## src/rtl/mmio_bus_arbiter.sv

```systemverilog
`default_nettype none
// ============================================================================
// mmio_bus_arbiter: two-master round-robin, single-outstanding mmio arbiter.
// Optional lock inputs with MMIO_ARB_LOCK_EN.                       Rev 1.0
// ============================================================================
module mmio_bus_arbiter #(
  parameter int RD_LATENCY = 1,
  parameter int ADDR_W     = 32,
  parameter int DATA_W     = 32
) (
  input  logic                clk,
  input  logic                rst,
  input  logic                m0_i_req,
  input  logic [ADDR_W-1:0]   m0_i_addr,
  input  logic [DATA_W/8-1:0] m0_i_wmask,
  input  logic [DATA_W-1:0]   m0_i_wdata,
  output logic                m0_o_gnt,
  output logic                m0_o_rvalid,
  output logic [DATA_W-1:0]   m0_o_rdata,
  input  logic                m1_i_req,
  input  logic [ADDR_W-1:0]   m1_i_addr,
  input  logic [DATA_W/8-1:0] m1_i_wmask,
  input  logic [DATA_W-1:0]   m1_i_wdata,
  output logic                m1_o_gnt,
  output logic                m1_o_rvalid,
  output logic [DATA_W-1:0]   m1_o_rdata,
`ifdef MMIO_ARB_LOCK_EN
  input  logic                m0_i_lock,
  input  logic                m1_i_lock,
`endif
  output logic [ADDR_W-1:0]   arb_o_mmio_addr,
  output logic [DATA_W/8-1:0] arb_o_mmio_wmask,
  output logic [DATA_W-1:0]   arb_o_mmio_wdata,
  input  logic [DATA_W-1:0]   arb_i_mmio_rdata,
  output logic                arb_o_busy
);

  localparam int               MASK_W  = DATA_W / 8;
  localparam int               CNT_W   = 4;
  localparam logic [CNT_W-1:0] CNT_LAT = CNT_W'(RD_LATENCY);
  localparam logic [CNT_W-1:0] CNT_ONE = CNT_W'(1);

  typedef enum logic [1:0] {
    ST_IDLE   = 2'd0,
    ST_ACCESS = 2'd1,
    ST_RESP   = 2'd2
  } state_t;

  state_t              state_q, state_d;
  logic                last_gnt_q, last_gnt_d;
  logic [CNT_W-1:0]    cnt_q, cnt_d;
  logic                resp_ph_q, resp_ph_d;
  logic [ADDR_W-1:0]   addr_q, addr_d;
  logic [MASK_W-1:0]   wmask_q, wmask_d;
  logic [DATA_W-1:0]   wdata_q, wdata_d;
  logic [DATA_W-1:0]   rsample_q, rsample_d;
  logic                gnt0_q, gnt0_d, gnt1_q, gnt1_d;
  logic                rvalid0_q, rvalid0_d, rvalid1_q, rvalid1_d;
  logic [DATA_W-1:0]   rdata0_q, rdata0_d, rdata1_q, rdata1_d;

  logic                win;
  logic                win_req;
  logic                lock_active;
  logic [MASK_W-1:0]   win_wmask;

`ifdef MMIO_ARB_LOCK_EN
  logic locked_q, locked_d;
  logic owner_lock;

  assign owner_lock  = last_gnt_q ? m1_i_lock : m0_i_lock;
  assign lock_active = locked_q & owner_lock;

  // Lock is sampled in the rvalid cycle of the owner's access.
  always_comb begin
    locked_d = locked_q;
    if (state_q == ST_RESP && resp_ph_q) locked_d = owner_lock;
  end

  always_ff @(posedge clk or negedge rst) begin
    if (!rst) locked_q <= 1'b0;
    else      locked_q <= locked_d;
  end
`else
  assign lock_active = 1'b0;
`endif

  always_comb begin
    win     = m1_i_req & ~m0_i_req;
    win_req = m0_i_req | m1_i_req;
    if (lock_active) begin
      win     = last_gnt_q;
      win_req = last_gnt_q ? m1_i_req : m0_i_req;
    end else if (m0_i_req && m1_i_req) begin
      win = ~last_gnt_q;
    end
  end

  assign win_wmask = win ? m1_i_wmask : m0_i_wmask;

  always_comb begin
    state_d    = state_q;
    last_gnt_d = last_gnt_q;
    cnt_d      = cnt_q;
    resp_ph_d  = resp_ph_q;
    addr_d     = addr_q;
    wmask_d    = wmask_q;
    wdata_d    = wdata_q;
    rsample_d  = rsample_q;
    gnt0_d     = 1'b0;
    gnt1_d     = 1'b0;
    rvalid0_d  = 1'b0;
    rvalid1_d  = 1'b0;
    rdata0_d   = '0;
    rdata1_d   = '0;
    case (state_q)
      ST_IDLE: begin
        if (win_req) begin
          state_d    = ST_ACCESS;
          last_gnt_d = win;
          addr_d     = win ? m1_i_addr  : m0_i_addr;
          wmask_d    = win_wmask;
          wdata_d    = win ? m1_i_wdata : m0_i_wdata;
          cnt_d      = (win_wmask != '0) ? CNT_ONE : CNT_LAT;
          gnt0_d     = ~win;
          gnt1_d     = win;
        end
      end
      ST_ACCESS: begin
        cnt_d = cnt_q - CNT_ONE;
        if (cnt_q == CNT_ONE) begin
          state_d   = ST_RESP;
          resp_ph_d = 1'b0;
          rsample_d = (wmask_q == '0) ? arb_i_mmio_rdata : '0;
          addr_d    = '0;
          wmask_d   = '0;
          wdata_d   = '0;
        end
      end
      ST_RESP: begin
        // First RESP cycle lets the bus settle; the registered rvalid lands in the second.
        if (!resp_ph_q) begin
          resp_ph_d = 1'b1;
          rvalid0_d = ~last_gnt_q;
          rvalid1_d = last_gnt_q;
          rdata0_d  = last_gnt_q ? '0 : rsample_q;
          rdata1_d  = last_gnt_q ? rsample_q : '0;
        end else begin
          state_d   = ST_IDLE;
          resp_ph_d = 1'b0;
        end
      end
      default: state_d = ST_IDLE;
    endcase
  end

  always_ff @(posedge clk or negedge rst) begin
    if (!rst) begin
      state_q    <= ST_IDLE;
      last_gnt_q <= 1'b1;
      cnt_q      <= '0;
      resp_ph_q  <= 1'b0;
      addr_q     <= '0;
      wmask_q    <= '0;
      wdata_q    <= '0;
      rsample_q  <= '0;
      gnt0_q     <= 1'b0;
      gnt1_q     <= 1'b0;
      rvalid0_q  <= 1'b0;
      rvalid1_q  <= 1'b0;
      rdata0_q   <= '0;
      rdata1_q   <= '0;
    end else begin
      state_q    <= state_d;
      last_gnt_q <= last_gnt_d;
      cnt_q      <= cnt_d;
      resp_ph_q  <= resp_ph_d;
      addr_q     <= addr_d;
      wmask_q    <= wmask_d;
      wdata_q    <= wdata_d;
      rsample_q  <= rsample_d;
      gnt0_q     <= gnt0_d;
      gnt1_q     <= gnt1_d;
      rvalid0_q  <= rvalid0_d;
      rvalid1_q  <= rvalid1_d;
      rdata0_q   <= rdata0_d;
      rdata1_q   <= rdata1_d;
    end
  end

  assign m0_o_gnt         = gnt0_q;
  assign m1_o_gnt         = gnt1_q;
  assign m0_o_rvalid      = rvalid0_q;
  assign m1_o_rvalid      = rvalid1_q;
  assign m0_o_rdata       = rdata0_q;
  assign m1_o_rdata       = rdata1_q;
  assign arb_o_mmio_addr  = addr_q;
  assign arb_o_mmio_wmask = wmask_q;
  assign arb_o_mmio_wdata = wdata_q;
  assign arb_o_busy       = (state_q != ST_IDLE);

endmodule
`default_nettype wire

```

## config.mk

```make
export PLATFORM = sky130hd
export DESIGN_NAME = mmio_bus_arbiter
export DESIGN_NICKNAME = d
export VERILOG_FILES = /design/src/rtl/mmio_bus_arbiter.sv
export SDC_FILE = /design/constraint.sdc
export NUM_CORES = 1
export LEC_CHECK = 0
export CAP_MARGIN = 20
export CELL_PAD_IN_SITES_DETAIL_PLACEMENT = 0
export CELL_PAD_IN_SITES_GLOBAL_PLACEMENT = 2
export CORE_MARGIN = 2
export CORE_UTILIZATION = 23
export CTS_BUF_LIST = sky130_fd_sc_hd__clkbuf_16
export DETAILED_ROUTE_END_ITERATION = 10
export PLACE_DENSITY = 0.81
export RECOVER_POWER = 100
export SYNTH_ARGS = -nofsm -noshare
export SYNTH_HDL_FRONTEND = slang
export SYNTH_SLANG_ARGS = --single-unit
```

## constraint.sdc

```tcl
create_clock -name clk -period 2 [get_ports clk]
set_input_delay 0.2 -clock clk [delete_from_list [all_inputs] [get_ports clk]]
set_output_delay 0.2 -clock clk [all_outputs]
set_load 0.05 [all_outputs]
```

# == Word level (Yosys, flattened, before mapping) ==
# Cells that the tools add are included.
# word_totals
reg_bits,176
latch_bits,0
ramBits,0
mem_bits_ro,0
elab_cells,74
memories,0
# classes
n_addsub,1
n_mul,0
div,0
magnitude_cmp,0
eq_ne,6
shifts,0
n_mux,36
bitwise,5
n_reduce_logical,12
# op_table
operator,count
$mux W32,12
$pmux W32 S2,2
$mux W4,4
$pmux W4 S2,2
$mux W1,11
$reduce_and A2 Y1,4
$mux W2,3
$ne A2 B2 Y1 const B,3
$pmux W2 S3,1
$reduce_and A3 Y1,2
$reduce_bool A2 Y1,3
$eq A4 B1 Y1 const B,1
$logic_not A4 Y1,1
$sub A4 B1 Y4 const B,1
$not A1 Y1,3
$eq A2 B1 Y1 const B,1
$eq A2 B2 Y1 const B,1
$logic_not A2 Y1,1
$pmux W1 S2,1
$and A1 B1 Y1,1
$logic_and A1 B1 Y1,1
$or A1 B1 Y1,1

# == Longest topological paths before layout ==
# Gate-level depths: netlist of run 1.
# logic_depth
word_depth,6
mapped_depth,8
mapped_depth_nobuf,5

# == Worst setup path after synthesis of run 1 ==
# Ideal clock, no wire load.
# synth_path
path_kind,register to register
startpoint,register cnt_q[1]
endpoint,"register addr_q[11], in the netlist arb_o_mmio_addr[11]"
setup_time_ps,132
arrival_ps,1744
required_ps,1868
slack_ps,125
path_stages_with_launch,9
n_path_buf,3
synth_period_minus_slack_ps,1875
path_cell_list,dfrtp_1 > inv_1 > ha_1 > or3b_1 > buf_2 > a211o_1 > buf_6 > buf_6 > o2bb2ai_1
# synth_between
elab_chain_len,3
# synth_lines
element,line,text
start: declaration,51,"logic [CNT_W-1:0] cnt_q, cnt_d;"
start signal: assignment,175,cnt_q <= cnt_d;
$eq A4 B1 Y1,130,if (cnt_q == CNT_ONE) begin
$ne A2 B2 Y1 (no line),--,
$reduce_and A3 Y1 (no line),--,
end signal: assignment,177,addr_q <= addr_d;
end: declaration,53,"logic [ADDR_W-1:0] addr_q, addr_d;"
# Every way passes these cells.
# A chain may end at the register's enable or synchronous reset.

# == Final worst setup path of run 1 ==
# layout_path
startpoint,"register addr_q[17], in the netlist arb_o_mmio_addr[17]"
endpoint,output arb_o_mmio_addr[17]
# layout_rtl
element,line,text
end: declaration,31,"output logic [ADDR_W-1:0] arb_o_mmio_addr,"
# No word-level cell between the ends.

==> results of run 1 <==
-- worst max path at each step --
stage	start	end	slack (ns)	cells after the start
after floorplan	cnt_q[1]	arb_o_mmio_addr[11]	0.12	8
after global placement	cnt_q[1]	arb_o_mmio_addr[8]	0.16	6
after detailed placement	cnt_q[1]	arb_o_mmio_addr[9]	0.14	6
after CTS	arb_o_mmio_addr[1]	arb_o_mmio_addr[1]	0.07	1
after global routing	rst	arb_o_mmio_wmask[2]	0.03	3
final	arb_o_mmio_addr[17]	arb_o_mmio_addr[17]	0.09	1
-- stage by stage --
stage / std cells / utilization, %
2_1_floorplan: 559 / -
3_3_place_gp: 1243 / 36.08
3_5_place_dp: 1243 / 36.08
4_1_cts: 1276 / 38.28
5_1_grt: 1276 / 38.13
6_report: 1276 / 38.13
-- state kept, by name (all words and copies together) (netlist names) --
register	cells
cnt_q	4
m1_o_gnt	1
last_gnt_q	1
m0_o_rdata	32
rsample_q	32
m0_o_gnt	1
resp_ph_q	1
m1_o_rvalid	1
m0_o_rvalid	1
m1_o_rdata	32
state_q	2
arb_o_mmio_wmask	4
arb_o_mmio_wdata	32
arb_o_mmio_addr	32
-- cells by family after synthesis --
kind of cell | count (synthesis) | share of synthesized area (%)
AO/OA/AOI/OAI | 148 | 14.48
adder cells (fa/ha/maj) | 2 | 0.3584
buffers and inverters | 49 | 3.244
flip-flops | 176 | 63.11
multiplexers | 68 | 9.751
AND/OR/NAND/NOR | 116 | 9.052
-- area by class of cell --
class                      instances  area, µm²
clock buffer                      17      425.4
clock inverter                    15      222.7
fill                            2939      18440
inverter                           6      22.52
multi-input combinational        334       2379
sequential                       176       4405
tap                              390      488.0
timing repair buffer             338       3418
-- placed cells by master (no fill, tap or decap), drive strengths merged --
cell	instances
clkdlybuf4s50	177
dfrtp	175
dlygate4sd3	130
o21ai	72
mux2i	68
o2bb2ai	68
and2	65
nand2	35
clkbuf	26
buf	22
inv	19
nor2	5
or3b	2
a21oi	2
nor3b	2
o31ai	2
ha	2
clkinv	2
a21boi	2
nor3	1
a211o	1
nand3	1
nor4	1
nand2b	1
a31oi	1
or3	1
or4	1
nand4	1
dfstp	1
-- power by group through the flow --
stage,Combinational [W],Sequential [W],Clock (W)
2_1_floorplan,0.00227,0.00716,0
3_3_place_gp,0.00718,0.00515,0
3_5_place_dp,0.00728,0.00514,0
4_1_cts,0.00729,0.00509,0.00375
5_1_grt,0.00737,0.00517,0.00391
6_report,0.00689,0.00504,0.00362
-- layer usage --
metal / global-route usage (%) / vias up
met1: 16.92 / 2722
li1: - / 2603
met5: 0 / -
met3: 5.946 / 19
met2: 22.53 / 213
met4: 4.099 / 0
==> impl_results.html, run 1 <==
<table>
<tr><th>Metric</th><th>Value</th></tr>
<tr><th colspan="2">Outcome</th></tr>
<tr><td>Status</td><td>finished clean</td></tr>
<tr><th colspan="2">Power</th></tr>
<tr><td>Cell-internal power</td><td>0.008624 W</td></tr>
<tr><td>Clock share of power</td><td>23.3%</td></tr>
<tr><td>Switching power</td><td>0.006923 W</td></tr>
<tr><td>Net switching fraction of the power</td><td>44.53%</td></tr>
<tr><td>Share of total power in sequential cells</td><td>32.4%</td></tr>
<tr><td>Worst VDD drop</td><td>0.0006388 V</td></tr>
<tr><td>Overall power consumption</td><td>0.01555 W</td></tr>
<tr><td>Power density relative to cell area</td><td>1368 mW/mm²</td></tr>
<tr><td>Leakage Power</td><td>5.167 nW</td></tr>
<tr><td>Part of the total power dissipated in combinational logic</td><td>44.3%</td></tr>
<tr><th colspan="2">Min path</th></tr>
<tr><td>Hold crit path type</td><td>input pin to flip-flop</td></tr>
<tr><td>Hold Path Sink</td><td>rsample_q[2]</td></tr>
<tr><td>Hold depth</td><td>3</td></tr>
<tr><td>Worst min-delay path startpoint</td><td>arb_i_mmio_rdata[2]</td></tr>
<tr><th colspan="2">Worst setup path</th></tr>
<tr><td>Worst r2r dst</td><td>arb_o_mmio_wdata[26]</td></tr>
<tr><td>Worst path max stage delay</td><td>0.89 ns</td></tr>
<tr><td>Critical path launch point type</td><td>flip-flop</td></tr>
<tr><td>Worst r2r src</td><td>cnt_q[1]</td></tr>
<tr><td>Kind of cell with the highest combined delay on the critical path</td><td>buffers and inverters</td></tr>
<tr><td>Highest-delay cell along the critical path</td><td>sky130_fd_sc_hd__dlygate4sd3_1</td></tr>
<tr><td>Crit path max fanout</td><td>2</td></tr>
<tr><td>Setup slack, reg-to-reg</td><td>0.13 ns</td></tr>
<tr><td>CP cell instances</td><td>dlygate4sd3_1</td></tr>
<tr><td>Critical path class</td><td>flip-flop to output pin</td></tr>
<tr><td>Number of cells traversed by the worst register-to-register path</td><td>6</td></tr>
<tr><td>Kind of capture point of the worst setup path</td><td>output pin</td></tr>
<tr><td>Buffer and inverter count on the worst path</td><td>1</td></tr>
<tr><td>Arrival time reported for the critical path endpoint</td><td>1.71 ns</td></tr>
<tr><td>Required time of the critical path</td><td>1.80 ns</td></tr>
<tr><th colspan="2">Timing</th></tr>
<tr><td>Max-slew violations</td><td>0</td></tr>
<tr><td>Final period utilization</td><td>95.75%</td></tr>
<tr><td>Slew @ Worst Pin</td><td>1.427 ns</td></tr>
<tr><td>Final number of hold-violating endpoints</td><td>0</td></tr>
<tr><td>Max Clock Skew</td><td>0.04092 ns</td></tr>
<tr><td>RSZ-0062 raised after global routing</td><td>false</td></tr>
<tr><td>Setup TNS after final layout</td><td>0 ns</td></tr>
<tr><td>Tmin final</td><td>1.915 ns</td></tr>
<tr><td>Relative slew margins</td><td>4.883%</td></tr>
<tr><td>Peak Freq</td><td>522.2 MHz</td></tr>
<tr><td>Number of endpoints failing setup at the final stage</td><td>0</td></tr>
<tr><td>Final worst-path setup slack</td><td>0.08504 ns</td></tr>
<tr><td>Post-Route Hold Slack</td><td>0.2744 ns</td></tr>
<tr><th colspan="2">Global route</th></tr>
<tr><td>Pin count of the biggest net entering global routing</td><td>53</td></tr>
<tr><td>Initial antenna violation count</td><td>0</td></tr>
<tr><td>Overflow after GRT</td><td>0</td></tr>
<tr><td>Overall Global Routing Usage</td><td>13.94%</td></tr>
<tr><td>Wire length of the first global-routing pass</td><td>33450 µm</td></tr>
<tr><td>Number of global-route vias before repair</td><td>5655</td></tr>
<tr><th colspan="2">Place</th></tr>
<tr><td>Final weighted congestion in routability-driven placement</td><td>0.7513</td></tr>
<tr><td>Placed wire-length estimate</td><td>15730 µm</td></tr>
<tr><td>Placement-stage cell area</td><td>0.01075 mm²</td></tr>
<tr><td>Number of buffer cells added on primary ports</td><td>308</td></tr>
<tr><td>Pre-CTS WS</td><td>0.1373 ns</td></tr>
<tr><th colspan="2">Logic synthesis</th></tr>
<tr><td>Average size of a mapped cell</td><td>12.49 µm²</td></tr>
<tr><td>Commonest cells post-synth</td><td>sky130_fd_sc_hd__dfrtp_1 (175), sky130_fd_sc_hd__mux2i_1 (68), sky130_fd_sc_hd__o2bb2ai_1 (68)</td></tr>
<tr><td>Number of distinct standard cells referenced by the synthesized netlist</td><td>29</td></tr>
<tr><td>Share of flip-flops with an asynchronous set or reset</td><td>100.0%</td></tr>
<tr><td>Area share of the largest cell type after synthesis</td><td>62.74%</td></tr>
<tr><td>Dominant register cell in the synthesized netlist</td><td>sky130_fd_sc_hd__dfrtp_1</td></tr>
<tr><td>Share of synthesized area occupied by flip-flops and latches</td><td>63.11%</td></tr>
<tr><td>Cells after synthesis</td><td>559</td></tr>
<tr><td>Cell with the most instances after synthesis</td><td>sky130_fd_sc_hd__dfrtp_1</td></tr>
<tr><td>Synthesis-stage register bit count</td><td>176</td></tr>
<tr><td>Number of enable-type register cells in the synthesized netlist</td><td>0</td></tr>
<tr><td>Yosys warning count</td><td>0</td></tr>
<tr><td>Top post-synthesis cells by area</td><td>sky130_fd_sc_hd__dfrtp_1 (63%), sky130_fd_sc_hd__mux2i_1 (9.8%), sky130_fd_sc_hd__o2bb2ai_1 (8.5%)</td></tr>
<tr><td>Biggest area consumer among synthesized cells</td><td>sky130_fd_sc_hd__dfrtp_1</td></tr>
<tr><td>Combined area of all synthesized cells</td><td>0.006980 mm²</td></tr>
<tr><td>Mapped Nets</td><td>733</td></tr>
<tr><th colspan="2">Finish</th></tr>
<tr><td>Area overhead of the layout relative to synthesis</td><td>62.75%</td></tr>
<tr><td>Number of nets in the final layout</td><td>1047</td></tr>
<tr><td>Post-route cell area</td><td>0.01136 mm²</td></tr>
<tr><td>Antenna cells</td><td>0</td></tr>
<tr><td>Layout cells sized above 1</td><td>7.562%</td></tr>
<tr><th colspan="2">Floorplanning</th></tr>
<tr><td>Standard cell core area</td><td>0.02980 mm²</td></tr>
<tr><td>Die area</td><td>0.03176 mm²</td></tr>
<tr><td>Std cell rows</td><td>63</td></tr>
<tr><td>Die extent in y</td><td>178.2 µm</td></tr>
<tr><td>Initial Utilization</td><td>23.43%</td></tr>
<tr><td>Horizontal die dimension</td><td>178.2 µm</td></tr>
<tr><td>Number of top-level pins</td><td>309</td></tr>
<tr><th colspan="2">Clock tree</th></tr>
<tr><td>Clock insertion delay at the later pin of the skew report</td><td>0.45 ns</td></tr>
<tr><td>Post-CTS repair timing setup buffer count</td><td>0</td></tr>
<tr><td>Largest buffer count on any clock path</td><td>2</td></tr>
<tr><td>Worst-path clk slew</td><td>0.10 ns</td></tr>
<tr><td>TritonCTS clock tree</td><td>yes</td></tr>
<tr><td>Clock buffers created by TritonCTS</td><td>17</td></tr>
<tr><td>Hold buffer count at CTS</td><td>1</td></tr>
<tr><td>PostCTS Resize Cnt</td><td>0</td></tr>
<tr><td>H-tree levels</td><td>4</td></tr>
<tr><td>Count of clock tree sinks</td><td>176</td></tr>
<tr><td>Root buffer cell</td><td>sky130_fd_sc_hd__clkbuf_16</td></tr>
<tr><th colspan="2">Drt</th></tr>
<tr><td>Amount of wire on met3 after detailed routing</td><td>2422 µm</td></tr>
<tr><td>Highest layer used for signal routing</td><td>met4</td></tr>
<tr><td>Count of routing violations after the opening detailed-route iteration</td><td>189</td></tr>
<tr><td>Via count of the routed design</td><td>5557</td></tr>
<tr><td>Total DRC errors in the routed layout</td><td>0</td></tr>
<tr><td>Wirelength, routed</td><td>22610 µm</td></tr>
<tr><td>Routed metal-1 wirelength</td><td>9138 µm</td></tr>
<tr><td>Routed wirelength normalized by instance count</td><td>17.72 µm</td></tr>
<tr><td>Routed length on met2</td><td>10730 µm</td></tr>
<tr><td>Detail-routed via count per cell</td><td>4.355</td></tr>
<tr><td>First-pass detailed-route iteration total</td><td>4</td></tr>
<tr><td>Routed Antenna Nets</td><td>0</td></tr>
<tr><th colspan="2">Run</th></tr>
<tr><td>Number of max-capacitance violations reported</td><td>0</td></tr>
</table>
Power figures use the tool's default switching activity.
==> run 2: changes to the inputs <==
--- a/config.mk
+++ b/config.mk
@@ -5,7 +5,6 @@
 export SDC_FILE = /design/constraint.sdc
 export NUM_CORES = 1
 export LEC_CHECK = 0
-export CAP_MARGIN = 20
 export CELL_PAD_IN_SITES_DETAIL_PLACEMENT = 0
 export CELL_PAD_IN_SITES_GLOBAL_PLACEMENT = 2
 export CORE_MARGIN = 2
==> results of run 2 <==
Same layout as run 1: the final DEF is identical, and so are final timing and power.
==> run 3: changes to the inputs <==
--- a/config.mk
+++ b/config.mk
@@ -16,3 +16,4 @@
 export SYNTH_ARGS = -nofsm -noshare
 export SYNTH_HDL_FRONTEND = slang
 export SYNTH_SLANG_ARGS = --single-unit
+export TNS_END_PERCENT = 100
==> results of run 3 <==
Same layout as run 1: the final DEF is identical, and so are final timing and power.
